==> config.mk <==
export PLATFORM = sky130hd
export DESIGN_NAME = seg7_scan_driver
export DESIGN_NICKNAME = d
export VERILOG_FILES = /design/src/rtl/seg7_scan_driver.sv
export SDC_FILE = /design/constraint.sdc
export NUM_CORES = 1
export LEC_CHECK = 0
export BUFFER_PORTS_ARGS = -buffer_cell sky130_fd_sc_hd__buf_2
export CAP_MARGIN = 25
export CORE_MARGIN = 5
export CORE_UTILIZATION = 45
export CTS_BUF_LIST = sky130_fd_sc_hd__clkbuf_8
export CTS_CLUSTER_DIAMETER = 100
export DETAILED_ROUTE_END_ITERATION = 10
export PLACE_DENSITY = 0.73
export SYNTH_ARGS = -nofsm -noshare
export SYNTH_HDL_FRONTEND = slang
export SYNTH_SLANG_ARGS = --single-unit
export TNS_END_PERCENT = 100
==> constraint.sdc <==
create_clock -name clk -period 5.9 [get_ports clk]
set_input_delay 0.59 -clock clk [delete_from_list [all_inputs] [get_ports clk]]
set_output_delay 0.59 -clock clk [all_outputs]
set_load 0.005 [all_outputs]
==> src/rtl/seg7_scan_driver.sv <==
// Time-multiplexed 7-segment scanner for common-anode displays with active-low segments.
// Input capture is double-buffered so that a frame never shows a mix of old and new data.
module seg7_scan_driver #(
    parameter int NUM_DIGITS   = 8,
    parameter int SCAN_DIV     = 1000,
    parameter int BLANK_CYCLES = 2,
    parameter int BLINK_FRAMES = 64
) (
    input  logic                    clk,
    input  logic                    rst,
    input  logic                    load,
    input  logic [4*NUM_DIGITS-1:0] digits_in,
    input  logic [NUM_DIGITS-1:0]   en_in,
    input  logic [NUM_DIGITS-1:0]   dp_in,
    input  logic [NUM_DIGITS-1:0]   blink_in,
    input  logic                    hex_mode,
    output logic [7:0]              seg,
    output logic [NUM_DIGITS-1:0]   an,
    output logic                    frame_done
);

    localparam int PW = (SCAN_DIV > 1) ? $clog2(SCAN_DIV) : 1;
    localparam int IW = (NUM_DIGITS > 1) ? $clog2(NUM_DIGITS) : 1;
    localparam int BW = (BLINK_FRAMES > 1) ? $clog2(BLINK_FRAMES) : 1;
    localparam logic [PW-1:0] PRESC_LAST = PW'(SCAN_DIV - 1);
    localparam logic [IW-1:0] IDX_LAST   = IW'(NUM_DIGITS - 1);
    localparam logic [BW-1:0] BLINK_LAST = BW'((BLINK_FRAMES > 0) ? BLINK_FRAMES - 1 : 0);

    logic [PW-1:0]                 r_presc;
    logic [IW-1:0]                 r_idx;
    logic [NUM_DIGITS-1:0][3:0]    r_pend_dig, r_act_dig;
    logic [NUM_DIGITS-1:0]         r_pend_en, r_pend_dp, r_pend_blink;
    logic [NUM_DIGITS-1:0]         r_act_en, r_act_dp, r_act_blink;
    logic [BW-1:0]                 r_bcnt;
    logic                          r_phase;
    logic [7:0]                    r_seg;
    logic [NUM_DIGITS-1:0]         r_an;
    logic                          r_frame_done;

    logic                          w_slot_end, w_wrap, w_blank, w_off;
    logic [3:0]                    w_val;
    logic [7:0]                    w_glyph;
    logic [NUM_DIGITS-1:0]         w_an;

    function automatic logic [7:0] font(input logic [3:0] v);
        case (v)
            4'h0: font = 8'h03;  4'h1: font = 8'h9F;  4'h2: font = 8'h25;  4'h3: font = 8'h0D;
            4'h4: font = 8'h99;  4'h5: font = 8'h49;  4'h6: font = 8'h41;  4'h7: font = 8'h1F;
            4'h8: font = 8'h01;  4'h9: font = 8'h09;  4'hA: font = 8'h11;  4'hB: font = 8'hC1;
            4'hC: font = 8'h63;  4'hD: font = 8'h85;  4'hE: font = 8'h61;  default: font = 8'h71;
        endcase
    endfunction

    assign w_slot_end = (r_presc == PRESC_LAST);
    assign w_wrap     = w_slot_end && (r_idx == IDX_LAST);
    assign w_blank    = (int'(r_presc) < BLANK_CYCLES);
    assign w_val      = r_act_dig[r_idx];
    assign w_glyph    = font(w_val) & ~{7'b0, r_act_dp[r_idx]};
    assign w_off      = !r_act_en[r_idx]
                     || (r_act_blink[r_idx] && r_phase)
                     || (!hex_mode && (w_val > 4'd9));

    always_comb begin
        w_an = '1;
        for (int i = 0; i < NUM_DIGITS; i++)
            w_an[i] = (r_idx != IW'(i));
    end

    always_ff @(posedge clk) begin
        if (rst) begin
            r_presc      <= '0;
            r_idx        <= '0;
            r_pend_dig   <= '0;
            r_pend_en    <= '0;
            r_pend_dp    <= '0;
            r_pend_blink <= '0;
            r_act_dig    <= '0;
            r_act_en     <= '0;
            r_act_dp     <= '0;
            r_act_blink  <= '0;
            r_bcnt       <= '0;
            r_phase      <= 1'b0;
            r_seg        <= 8'hFF;
            r_an         <= '1;
            r_frame_done <= 1'b0;
        end else begin
            // Outputs are computed from the pre-update state, giving one fixed cycle of latency.
            r_seg        <= (w_blank || w_off) ? 8'hFF : w_glyph;
            r_an         <= w_blank ? '1 : w_an;
            r_frame_done <= w_wrap;

            if (w_slot_end) begin
                r_presc <= '0;
                r_idx   <= (r_idx == IDX_LAST) ? '0 : r_idx + 1'b1;
            end else begin
                r_presc <= r_presc + 1'b1;
            end

            if (load) begin
                r_pend_dig   <= digits_in;
                r_pend_en    <= en_in;
                r_pend_dp    <= dp_in;
                r_pend_blink <= blink_in;
            end

            // A load coinciding with the frame boundary bypasses pending so the newest data wins.
            if (w_wrap) begin
                r_act_dig   <= load ? digits_in : r_pend_dig;
                r_act_en    <= load ? en_in     : r_pend_en;
                r_act_dp    <= load ? dp_in     : r_pend_dp;
                r_act_blink <= load ? blink_in  : r_pend_blink;
            end

            if ((BLINK_FRAMES > 0) && w_wrap) begin
                if (r_bcnt == BLINK_LAST) begin
                    r_bcnt  <= '0;
                    r_phase <= ~r_phase;
                end else begin
                    r_bcnt  <= r_bcnt + 1'b1;
                end
            end
        end
    end

    assign seg        = r_seg;
    assign an         = r_an;
    assign frame_done = r_frame_done;

endmodule

Word-level counts from Yosys, hierarchy flattened

Memory sizes are Yosys's and may differ from the RTL's.
Cells that the tools add are included.

Flip-flop bits (word level): 149
Bits in latches: 0
Memory bits (writable): 0
Memory bits (read-only): 112
Input port bits: 60
Output and inout port bits: 17
Word-level logic and storage cells: 76
Memories kept: 1

Add/sub/neg operators: 3
Multiply operators: 0
Divide/modulo/power cells: 0
$lt $le $gt $ge: 3
Equal/unequal tests: 10
Shift-type cells: 0
Multiplexer cells: 14
Bitwise operators: 3
Reductions and logical operators: 13

Memories:

| memory          | words | width | read ports | clocked after memory_dff | write ports | line | text |
|---|---|---|---|---|---|---|---|
| (no name shown) | 16    | 7     | 1          | 0                        | 0           | 46   | `case (v)` |

Operators by type and width:

| operator                | count |
|---|---|
| $mux W32                | 1 |
| $mux W8                 | 3 |
| $bmux W4 S3             | 1 |
| $ne A3 B3 Y1 const B    | 4 |
| $add A10 B1 Y10 const B | 1 |
| $eq A10 B10 Y1 const B  | 1 |
| $lt A10 B2 Y1 const B   | 1 |
| $bmux W1 S3             | 3 |
| $and A8 B8 Y8           | 1 |
| $not A1 Y8              | 1 |
| $add A6 B1 Y6 const B   | 1 |
| $eq A6 B6 Y1 const B    | 1 |
| $mux W6                 | 1 |
| $ne A3 B2 Y1 const B    | 2 |
| $reduce_or A2 Y1        | 3 |
| $gt A4 B4 Y1 const B    | 1 |
| $lt A3 B4 Y1 const B    | 1 |
| $mux W4                 | 1 |
| $add A3 B1 Y3 const B   | 1 |
| $eq A3 B3 Y1 const B    | 1 |
| $logic_and A1 B1 Y1     | 3 |
| $logic_or A1 B1 Y1      | 3 |
| $mux W1                 | 3 |
| $mux W3                 | 1 |
| 5 further kinds         | 6 |

Depth between registers and ports, before layout

Gate-level depths: netlist (run 1).

Depth after elaboration: 7
Gate-level depth with buffers: 10
Gate-level depth less buffers: 8

Least setup slack after synthesis (run 1)

OpenSTA, ideal clock, no wires.

Path kind: register to register
Start point: register r_idx[0]
End point: register r_seg[1] (netlist: seg[1])
Setup time: 0.146 ns
Arrival time: 2.356 ns
Required time: 5.754 ns
Path slack: 3.398 ns
Stages on the path, launching flop included: 9
Path buffers: 2
Clock period less this slack: 2.502 ns
Cell sequence: dfxtp_1 > buf_6 > buf_6 > mux4_2 > mux2i_1 > ha_1 > o21ai_2 > a211oi_4 > o221ai_1

Longest elaborated chain between the ends: 7
Elaborated cells between the ends (all ways): 16
Classes of those cells: order compare (1); mux (6); bitwise (1); reduce/logical (7); memory (1)

RTL lines:

| item                                                             | line   | text |
|---|---|---|
| start, declared                                                  | 30     | `logic [IW-1:0] r_idx;` |
| start signal, assigned                                           | 94     | `r_idx <= (r_idx == IDX_LAST) ? '0 : r_idx + 1'b1;` |
| $bmux W4 S3, or another cell as far along                        | 57     | `assign w_val = r_act_dig[r_idx];` |
| $mux W4 (implied by the code), or another cell as far along      | 57     |  |
| $gt A4 B4 Y1, or another cell as far along                       | 61     | `\|\| (!hex_mode && (w_val > 4'd9));` |
| $logic_and A1 B1 Y1 / $logic_or A1 B1 Y1 (equally long branches) | 61, 60 |  |
| $logic_or A1 B1 Y1                                               | 61     |  |
| $logic_or A1 B1 Y1                                               | 88     | `r_seg <= (w_blank \|\| w_off) ? 8'hFF : w_glyph;` |
| $reduce_or A2 Y1 (no source line)                                | -      |  |
| end signal, assigned                                             | 88     |  |
| end, declared                                                    | 36     | `logic [7:0] r_seg;` |

Several ways; a longest one is shown, not always the timed one. The select of a mux whose other input is x is not followed.
A chain may end at the register's enable or synchronous reset.

Worst setup path in the final report (run 1)

Start point: register r_idx[1]
End point: register r_act_dp[2]

Longest elaborated chain between the ends: 2

RTL lines:

| item                 | line | text |
|---|---|---|
| $eq A3 B3 Y1         | 55   | `assign w_wrap = w_slot_end && (r_idx == IDX_LAST);` |
| $logic_and A1 B1 Y1  | 55   |  |
| end signal, assigned | 110  | `r_act_dp <= load ? dp_in : r_pend_dp;` |
| end, declared        | 33   | `logic [NUM_DIGITS-1:0] r_act_en, r_act_dp, r_act_blink;` |

No other way between the ends.

==> results.txt, run 1 <==
In the final routed layout, each cell accounts on average for ~14 um. The count of cell types in the netlist came out at 47. The routed via count divided by cell count is just over 5. The clock edge transition at the registers on the reported setup and hold paths is 0.07 ns. The number of hold-slack violations in the final timing report came to 0. The detail route stage leaves a number of antenna-violating nets equal to 0.

The clock sink count came out at 149. Pin placement for this block handled 77 I/O pins. The area occupied by registers is ~3000 um2.

The area of the multi-input gates is 2640 um2. The height of the chip is 124 um. For this run, the share of the core covered by cells in the final layout is a little over half. Clock tree synthesis selected as its root buffer the cell clkbuf_8.

The largest net degree at the start of global routing is between 100 and 150. The number of synthesized flops with an enable pin came out at 0. The origin of the worst setup path is r_idx[1]$_SDFFE_PP0N_. The initial detailed-routing violation count is between 300 and 400. The depth of the worst register-to-register path is 7. The critical path runs through a total of 7 cells. Traced cell by cell, the critical path runs through ha_1 > ha_1 > inv_1 > nor4_4 > buf_4 > nor2_1 > o22a_1. The highest net fanout along the worst path came out at approximately 110.

The cell area power density is 291 nW/um2. For this design the static power due to leakage is 2.82 nW. The period utilization came out at 56.9%.

The share of the synthesized area in the top cell type came out at 51.1%. The number of buffers on the longest clock path came out at 2. For this run, the top clock speed supported by timing is 298 MHz. The end point of the critical path is r_act_dp[2]$_SDFFE_PP0P_. The number of clock buffers inserted by TritonCTS came out at 17. The post-CTS setup-driven buffer insertion count came out at 0. The flip-flop and latch count after synthesis is 149.

The net count of the mapped netlist is approximately 630. The number of levels the H-tree was split into is 4. The count of mapped cells out of synthesis came out at 555. The warning count from the yosys run came out at 0. STA classifies the critical path startpoint as a flip-flop. The initial antenna violation count came out at 0. The final total negative setup slack is 0 ns. The data required time of the critical path came out at between 6 and 7 ns. The area of placed instances came out at 6260 um2. The synthesis-to-finish area growth is 15.0%. The count of hold-fix buffers inserted at cts came out at 0.

The clock tree from TritonCTS is yes. The wire length reported by the detailed router came out at 11,200 um. The maximum clock skew at final layout came out at 0.0130 ns. The worst register-to-register path begins at r_idx[1]$_SDFFE_PP0N_. The highest-delay cell along the critical path is dfxtp_1. The delay of the slowest cell on the worst path is 0.82 ns. The floorplan step defined a core boundary enclosing 12,700 um2.

The async set or reset register ratio after synthesis came out at 0%. The largest total area in the synthesized netlist belongs to dfxtp_1. The total overflow reported by the global router is 0. The tool flagged a number of max-cap violations equal to 0.

The layout cell share with drive strength beyond 1 came out at 20.3%. The final worst hold slack came out at 0.421 ns. Dividing the synthesized area by the synthesized cell count gives around 11 um2. Counting stages on the worst path, the most repeated cell is ha_1.

The global routing usage summed across all routing layers came out at 15.9%. For this run, the leading register cell type out of synthesis is dfxtp_1. The starting utilization of the core area is 46.0%. For flop-to-flop paths, the worst setup slack is 2.54 ns. The first TritonRoute pass finished after 4 iterations. The destination of the worst register-to-register timing path is r_act_dp[2]$_SDFFE_PP0P_. The number of filler cells placed in the layout came out at roughly 1,100.

At the pin with the least slew margin, the transition time is 0.972 ns. The congestion estimate from routability-driven global placement came to 0.801. The run finished with clean final reports. The clock latency reported for the late side of the worst-skew pair came out at between 0.4 and 0.5 ns. The floorplan has 41 rows.

The data arrival time of the critical path is around 3.7 ns. The post-synthesis cell area came out at 5830 um2. In the layout the commonest cells are dfxtp_1, nor2_1, buf_2, mux2i_1, a211oi_1. Detailed routing inserted a total of ~4,100 vias. Setup repair after global routing left no endpoint under its margin. The maximum ir drop on the vdd rail is approximately 120 uV.

The total of endpoints with negative setup slack in the final report came out at 0. The post-layout instance area came out at 6710 um2. The final layout net count came out at 688. The global-route wire length before repair came out at around 19,000 um. The number of pins with negative max-slew slack in the final report is 0. The count of buffer and inverter cells on the critical path came out at 2.

The number of antenna diodes in the final layout is 0. The total power of the final layout came out at 1.95 mW. The die area is 15,300 um2. The min-delay analysis places its worst path in the category in2reg. The cell type group with the largest total delay on the critical path is buffers and inverters. The most common cell after layout, fill and taps aside is dfxtp_1. STA classifies the critical path endpoint as a flip-flop.

The via count of the first global-routing pass is 4,007. Once the clock tree was built, the resizer swapped 0 gates to a different size. Input and output buffers added on the ports amount to 76. The kind of critical path is reg2reg. The worst pin sits at a relative slew slack of 35.2%. In this run the horizontal extent of the chip is 124 um. The number of remaining DRC errors is 0.

The hold path startpoint is digits_in[26]. The post-route minimum period is around 3.4 ns. Summed over all nets, the half-perimeter wirelength after detailed placement is 7680 um. Yosys attributes the largest share of cell area to dfxtp_1, mux2i_1, nor2_1.

After synthesis, flip-flops and latches occupy 51.1% of the total area.
==> layout make-up <==
cell class / instances / share of cell area, %
clock buffers: 18 / 3.69
clock inverters: 13 / 2.48
inverters: 7 / 0.392
multi-input cells: 360 / 39.4
flip-flops and latches: 149 / 44.5
well taps: 172 / 3.21
repair buffers: 79 / 6.38
==> through the flow <==
stage / std cells / setup WS (ns)
floorplan: 555 / 3.40
global placement: 766 / 2.68
detailed placement: 766 / 2.56
CTS: 797 / 2.49
global route: 798 / 2.20
finish: 798 / 2.54
==> worst reg2reg max path, cell delays in order, from the launching register on <==
cell     delay [ns]
dfxtp_1        0.82
ha_1           0.30
ha_1           0.19
inv_1          0.09
nor4_4         0.26
buf_4          0.75
nor2_1         0.53
o22a_1         0.32
==> how the worst min path moves through the flow <==
stage	slack, ns	endpoint	depth (start not counted)
after detailed placement	0.47	r_presc[0]$_SDFF_PP0_	1
after CTS	0.39	r_pend_dig[26]$_SDFF_PP0_	3
after global placement	0.43	r_presc[0]$_SDFF_PP0_	1
after global routing	0.40	r_pend_dig[26]$_SDFF_PP0_	3
final	0.42	r_pend_dig[26]$_SDFF_PP0_	3
after floorplan	0.42	r_presc[0]$_SDFF_PP0_	1
==> power by group <==
group / total (mW) / switching, mW / internal, mW
combinational: 0.101 / 0.0570 / 0.0437
clock: 0.813 / 0.351 / 0.461
sequential: 1.04 / 0.00735 / 1.03
==> state kept, by name, indices dropped and copies added (netlist names) <==
| register | count |
|---|---|
| r_act_dig | 32 |
| r_pend_dig | 32 |
| r_presc | 10 |
| an | 8 |
| r_act_blink | 8 |
| r_act_dp | 8 |
| r_act_en | 8 |
| r_pend_blink | 8 |
| r_pend_dp | 8 |
| r_pend_en | 8 |
| seg | 8 |
| r_bcnt | 6 |
| r_idx | 3 |
| frame_done | 1 |
| r_phase | 1 |
==> logic make-up (layout without fill, tap and decap cells) <==
group,count (synthesis),in the layout,synth area share (%)
simple gates,176,176,12.9
fa+ha+maj,14,14,3.00
xor+xnor,11,11,1.65
buf+inv,46,117,3.60
flops,149,149,51.1
compound gates,79,79,10.5
mux,80,80,17.2
==> per-layer routing <==
layer | global-route usage, % | up-vias | wire (um)
li1 | - | 2076 | -
met1 | 20.1 | 1885 | 5110
met2 | 25.5 | 102 | 5330
met3 | 4.54 | 16 | 596
met4 | 6.78 | 0 | 213
met5 | 0 | - | 0
==> synthesized netlist by cell type, types with 3 or more instances <==
cell and instances:
nand2_1 21, mux2i_1 64, nor2_1 122, ha_1 14
o211ai_1 4, nor3_1 3, xnor2_1 5, xor2_1 6
and2_1 3, buf_2 12, clkbuf_1 15, dfxtp_1 149
o22a_1 15, buf_1 8, a211oi_1 41, mux4_2 11
nand3_1 11, mux4_1 3, inv_1 6, a21oi_1 6
and3_1 3
Note: power is estimated with default switching activity, not from simulation.
==> inputs of run 2 (changes only) <==
--- a/config.mk
+++ b/config.mk
@@ -5,6 +5,7 @@
 export SDC_FILE = /design/constraint.sdc
 export NUM_CORES = 1
 export LEC_CHECK = 0
+export ABC_AREA = 1
 export BUFFER_PORTS_ARGS = -buffer_cell sky130_fd_sc_hd__buf_2
 export CAP_MARGIN = 25
 export CORE_MARGIN = 5
@@ -12,7 +13,7 @@
 export CTS_BUF_LIST = sky130_fd_sc_hd__clkbuf_8
 export CTS_CLUSTER_DIAMETER = 100
 export DETAILED_ROUTE_END_ITERATION = 10
-export PLACE_DENSITY = 0.73
+export PLACE_DENSITY = 0.72
 export SYNTH_ARGS = -nofsm -noshare
 export SYNTH_HDL_FRONTEND = slang
 export SYNTH_SLANG_ARGS = --single-unit
==> constraint.sdc (replaced) <==
create_clock -name clk -period 3.3 [get_ports clk]
set_input_delay 0.33 -clock clk [delete_from_list [all_inputs] [get_ports clk]]
set_output_delay 0.33 -clock clk [all_outputs]
set_load 0.005 [all_outputs]
==> run 2 against run 1 <==
  * Sequential cell count stayed put
  * Sequential share of layout area is 2.9 points lower
  * Worst setup slack worse by 1.6 ns
  * Register-to-register slack worse by 1.6 ns
  * Core utilization is 1.4 points lower
  * Non-clock buffer count is 1 higher
  * Wire length is 15% higher
  * Combinational power is 100% higher
  * Via count is 18% higher
  * Critical path depth is 1 lower
  * Highest routed layer unchanged
==> results.txt, run 2 <==
Result of the run: finished clean (unchanged). The number of top-level design ports is 77 (unchanged). The die area came to 16,700 um2 (was 15,300 um2). The initial antenna violation count came out at 0 (unchanged). The total of buffers placed on input and output ports is 76 (unchanged).

The share of the synthesized area in the top cell type came out at 46.5% (was 51.1%). The worst-case headroom to the max-slew limit came out at 37.8% (was 35.2%). The final total negative setup slack was 0 ns (unchanged). The net count of the mapped netlist was 830 (was 629). The initial detailed-routing violation count came out at 400 (was 303).

The wire length reported by the detailed router is 12,900 um (was 11,200 um). The count of hold-fix buffers inserted at cts was 0 (unchanged). The final weighted congestion of routability-driven global placement is 0.841 (was 0.801). Unrepaired setup endpoints after global routing: false (unchanged). The final standard cell utilization of the core is 51.5% (was 52.9%).

The number of placement rows is 43 (was 41). The final layout net count was 892 (was 688). The area of placed instances is 6820 um2 (was 6260 um2). The final worst setup slack is 0.948 ns (was 2.54 ns). The total of endpoints with negative setup slack in the final report is 0 (unchanged). The number of remaining DRC errors came out at 0 (unchanged). The clock root buffer is clkbuf_8 (unchanged). The type of the most critical hold path was in2reg (unchanged). The average wire length per cell after detail routing came out at 12.8 um (was 14.1 um).

The layout cell share with drive strength beyond 1 came out at 21.7% (was 20.3%). The count of buffer and inverter cells on the critical path came out at 1 (was 2). The synthesis-to-finish area growth came to 11.9% (was 15.0%). The number of filler cells placed in the layout is 1,325 (was 1,142). The number of buffers on the longest clock path was 2 (unchanged). The highest-delay cell along the critical path was nand2_4 (was dfxtp_1). The count of mapped cells out of synthesis is 756 (was 555). The period utilization came out at 71.3% (was 56.9%). The clock tree from TritonCTS was yes (unchanged). The clock edge transition at the registers on the reported setup and hold paths was 0.08 ns (was 0.07 ns).

The reg-to-reg setup timing slack came out at 0.95 ns (was 2.54 ns). The post-cts gate resize count came out at 0 (unchanged). The nature of the critical path startpoint is a flip-flop (unchanged). The sequential area share after synthesis is 46.5% (was 51.1%). The clock sink count came out at 149 (unchanged). Top library cells by usage in the layout, fill and taps aside: dfxtp_1, nand2_1, inv_1, nor2_1, buf_2 (was dfxtp_1, nor2_1, buf_2, mux2i_1, a211oi_1). The number of nets still failing antenna checks after routing is 0 (unchanged). The post-synthesis average cell area came out at 8.49 um2 (was 10.5 um2). The number of clock buffers inserted by TritonCTS is 17 (unchanged).

The largest net degree at the start of global routing is 72 (was 114). The first-pass iteration count of the detailed router came out at 5 (was 4). The async set or reset register ratio after synthesis is 0% (unchanged). The number of inserted diodes was 0 (unchanged).

The count of cell types in the netlist is 33 (was 47). The total power of the final layout came to 3.32 mW (was 1.95 mW). The total overflow reported by the global router came to 0 (unchanged). The number of pins with negative max-slew slack in the final report is 0 (unchanged). The global-route wire length before repair came out at 21,600 um (was 19,100 um). The die boundary width is 129 um (was 124 um).

The maximum clock skew at final layout is 0.0156 ns (was 0.0130 ns). The number of levels the H-tree was split into is 4 (unchanged). The static leakage was 3.26 nW (was 2.82 nW). The origin of the worst setup path is r_idx[1]$_SDFFE_PP0N_ (unchanged). The measured slew at the worst slew-check pin was 0.933 ns (was 0.972 ns). Cells taking the most area after synthesis: dfxtp_1, nand2_1, o22ai_2 (was dfxtp_1, mux2i_1, nor2_1). The cell area power density was 463 nW/um2 (was 291 nW/um2).

The post-CTS setup-driven buffer insertion count came out at 0 (unchanged). CP cell instances: ha_1 > ha_1 > nand2_4 > clkinv_2 > nand2_4 > o22ai_2 (was ha_1 > ha_1 > inv_1 > nor4_4 > buf_4 > nor2_1 > o22a_1). The post-layout instance area came out at 7180 um2 (was 6710 um2).

The cell depth of the worst setup path came out at 6 (was 7). Ranking of synthesized cells by instance count: dfxtp_1, nand2_1, inv_1 (was dfxtp_1, nor2_1, mux2i_1). The highest clock frequency the design can meet is 425 MHz (was 298 MHz). The core box area came to 13,900 um2 (was 12,700 um2).

The worst-case setup slack after placement came to 0.947 ns (was 2.56 ns). The post-synthesis cell type with the largest combined area is dfxtp_1 (unchanged). The end point of the critical path was r_act_dig[22]$_SDFFE_PP0P_ (was r_act_dp[2]$_SDFFE_PP0P_). The routed via count divided by cell count came to 4.74 (was 5.11). The depth of the worst register-to-register path is 6 (was 7).

The flip-flop and latch count after synthesis came out at 149 (unchanged). The number of maximum-capacitance constraint violations came out at 0 (unchanged). The highest net fanout along the worst path is 42 (was 106). The post-synthesis cell area came to 6420 um2 (was 5830 um2).

The via count of the first global-routing pass is 4,597 (was 4,007). The data arrival time of the critical path came out at 2.66 ns (was 3.68 ns). The destination of the worst register-to-register timing path was r_act_dig[22]$_SDFFE_PP0P_ (was r_act_dp[2]$_SDFFE_PP0P_). The most common cell after layout, fill and taps aside is dfxtp_1 (unchanged).

The clock latency reported for the late side of the worst-skew pair is 0.45 ns (was 0.44 ns). The height of the chip came out at 129 um (was 124 um). The most instantiated library cell after synthesis is dfxtp_1 (unchanged). The data required time of the critical path came to 3.61 ns (was 6.22 ns).

The flip-flop cell with the highest count after synthesis was dfxtp_1 (unchanged). The global routing usage summed across all routing layers is 16.3% (was 15.9%). The post-route minimum period came out at 2.35 ns (was 3.36 ns). The starting utilization of the core area was 46.1% (was 46.0%). The delay of the slowest cell on the worst path is 0.55 ns (was 0.82 ns).

The half-perimeter wire length of the detailed placement result came out at 8880 um (was 7680 um). The number of synthesized flops with an enable pin is 0 (unchanged). The number of vias after detailed routing is 4,797 (was 4,079). Largest registers in the final layout: r_act_dig (32), r_pend_dig (32), r_presc (10) (unchanged). The number of hold-slack violations in the final timing report is 0 (unchanged).

The category of the worst setup path capture point was a flip-flop (unchanged). The maximum ir drop on the vdd rail was 437 uV (was 123 uV). The kind of critical path is reg2reg (unchanged).

The cell type group with the largest total delay on the critical path is simple AND/OR/NAND/NOR gates (was buffers and inverters). The launch point of the worst reg-to-reg path is r_idx[1]$_SDFFE_PP0N_ (unchanged). The warning count from the yosys run came out at 0 (unchanged).
run 2: cells by family (layout without fill, tap and decap cells):
family | count (synthesis) | count (layout) | synth area share, %
AO/OA/AOI/OAI | 104 | 104 | 13.2
XOR/XNOR | 5 | 5 | 0.683
adder cells (fa/ha/maj) | 14 | 14 | 2.73
AND/OR/NAND/NOR | 301 | 301 | 20.5
buffers and inverters | 142 | 217 | 9.96
multiplexers | 41 | 41 | 6.39
flip-flops | 149 | 149 | 46.5
run 2: worst reg2reg max path, stage by stage (launching register included):
cell      delay (ns)
dfxtp_1         0.49
ha_1            0.30
ha_1            0.23
nand2_4         0.26
clkinv_2        0.25
nand2_4         0.55
o22ai_2         0.15
run 2: layer usage:
layer / vias up / wire length [um] / track usage (%)
li1: 2556 / - / -
met1: 2122 / 6410 / 22.3
met2: 105 / 5600 / 24.5
met3: 14 / 778 / 4.58
met4: 0 / 154 / 6.05
met5: - / 0 / 0
run 2: cell type report:
class / count / area, um2 / area share, %
inverters: 105 / 395 / 5.51
multi-input cells: 465 / 2800 / 38.9
clock inverters: 12 / 80.1 / 1.12
well taps: 180 / 225 / 3.14
clock buffers: 20 / 275 / 3.83
repair buffers: 80 / 425 / 5.93
flip-flops and latches: 149 / 2980 / 41.5
run 2: metrics by stage:
stage | cells | hold WS (ns)
finish | 1011 | 0.160
global route | 1011 | 0.158
CTS | 1011 | 0.137
detailed placement | 979 | 0.449
global placement | 979 | 0.448
floorplan | 756 | 0.430
run 2: worst min-delay path by stage:
stage | end | cells after the start | slack, ns | start
2_1_floorplan | r_presc[0]$_SDFF_PP0_ | 1 | 0.43 | r_presc[0]$_SDFF_PP0_
3_3_place_gp | r_presc[0]$_SDFF_PP0_ | 1 | 0.45 | r_presc[0]$_SDFF_PP0_
3_5_place_dp | r_presc[0]$_SDFF_PP0_ | 1 | 0.45 | r_presc[0]$_SDFF_PP0_
4_1_cts | r_pend_dig[18]$_SDFF_PP0_ | 3 | 0.14 | digits_in[18]
5_1_grt | r_pend_dig[17]$_SDFF_PP0_ | 3 | 0.16 | digits_in[17]
6_report | r_pend_dig[18]$_SDFF_PP0_ | 3 | 0.16 | digits_in[18]
run 2: report_power, final:
part           internal, mW  leakage (nW)  switching, mW  total [mW]
Clock                 0.575         0.178          0.688        1.26
Sequential             1.84          1.21         0.0132        1.86
Combinational        0.0830          1.87          0.124       0.207
Total                  2.50          3.26          0.825        3.32
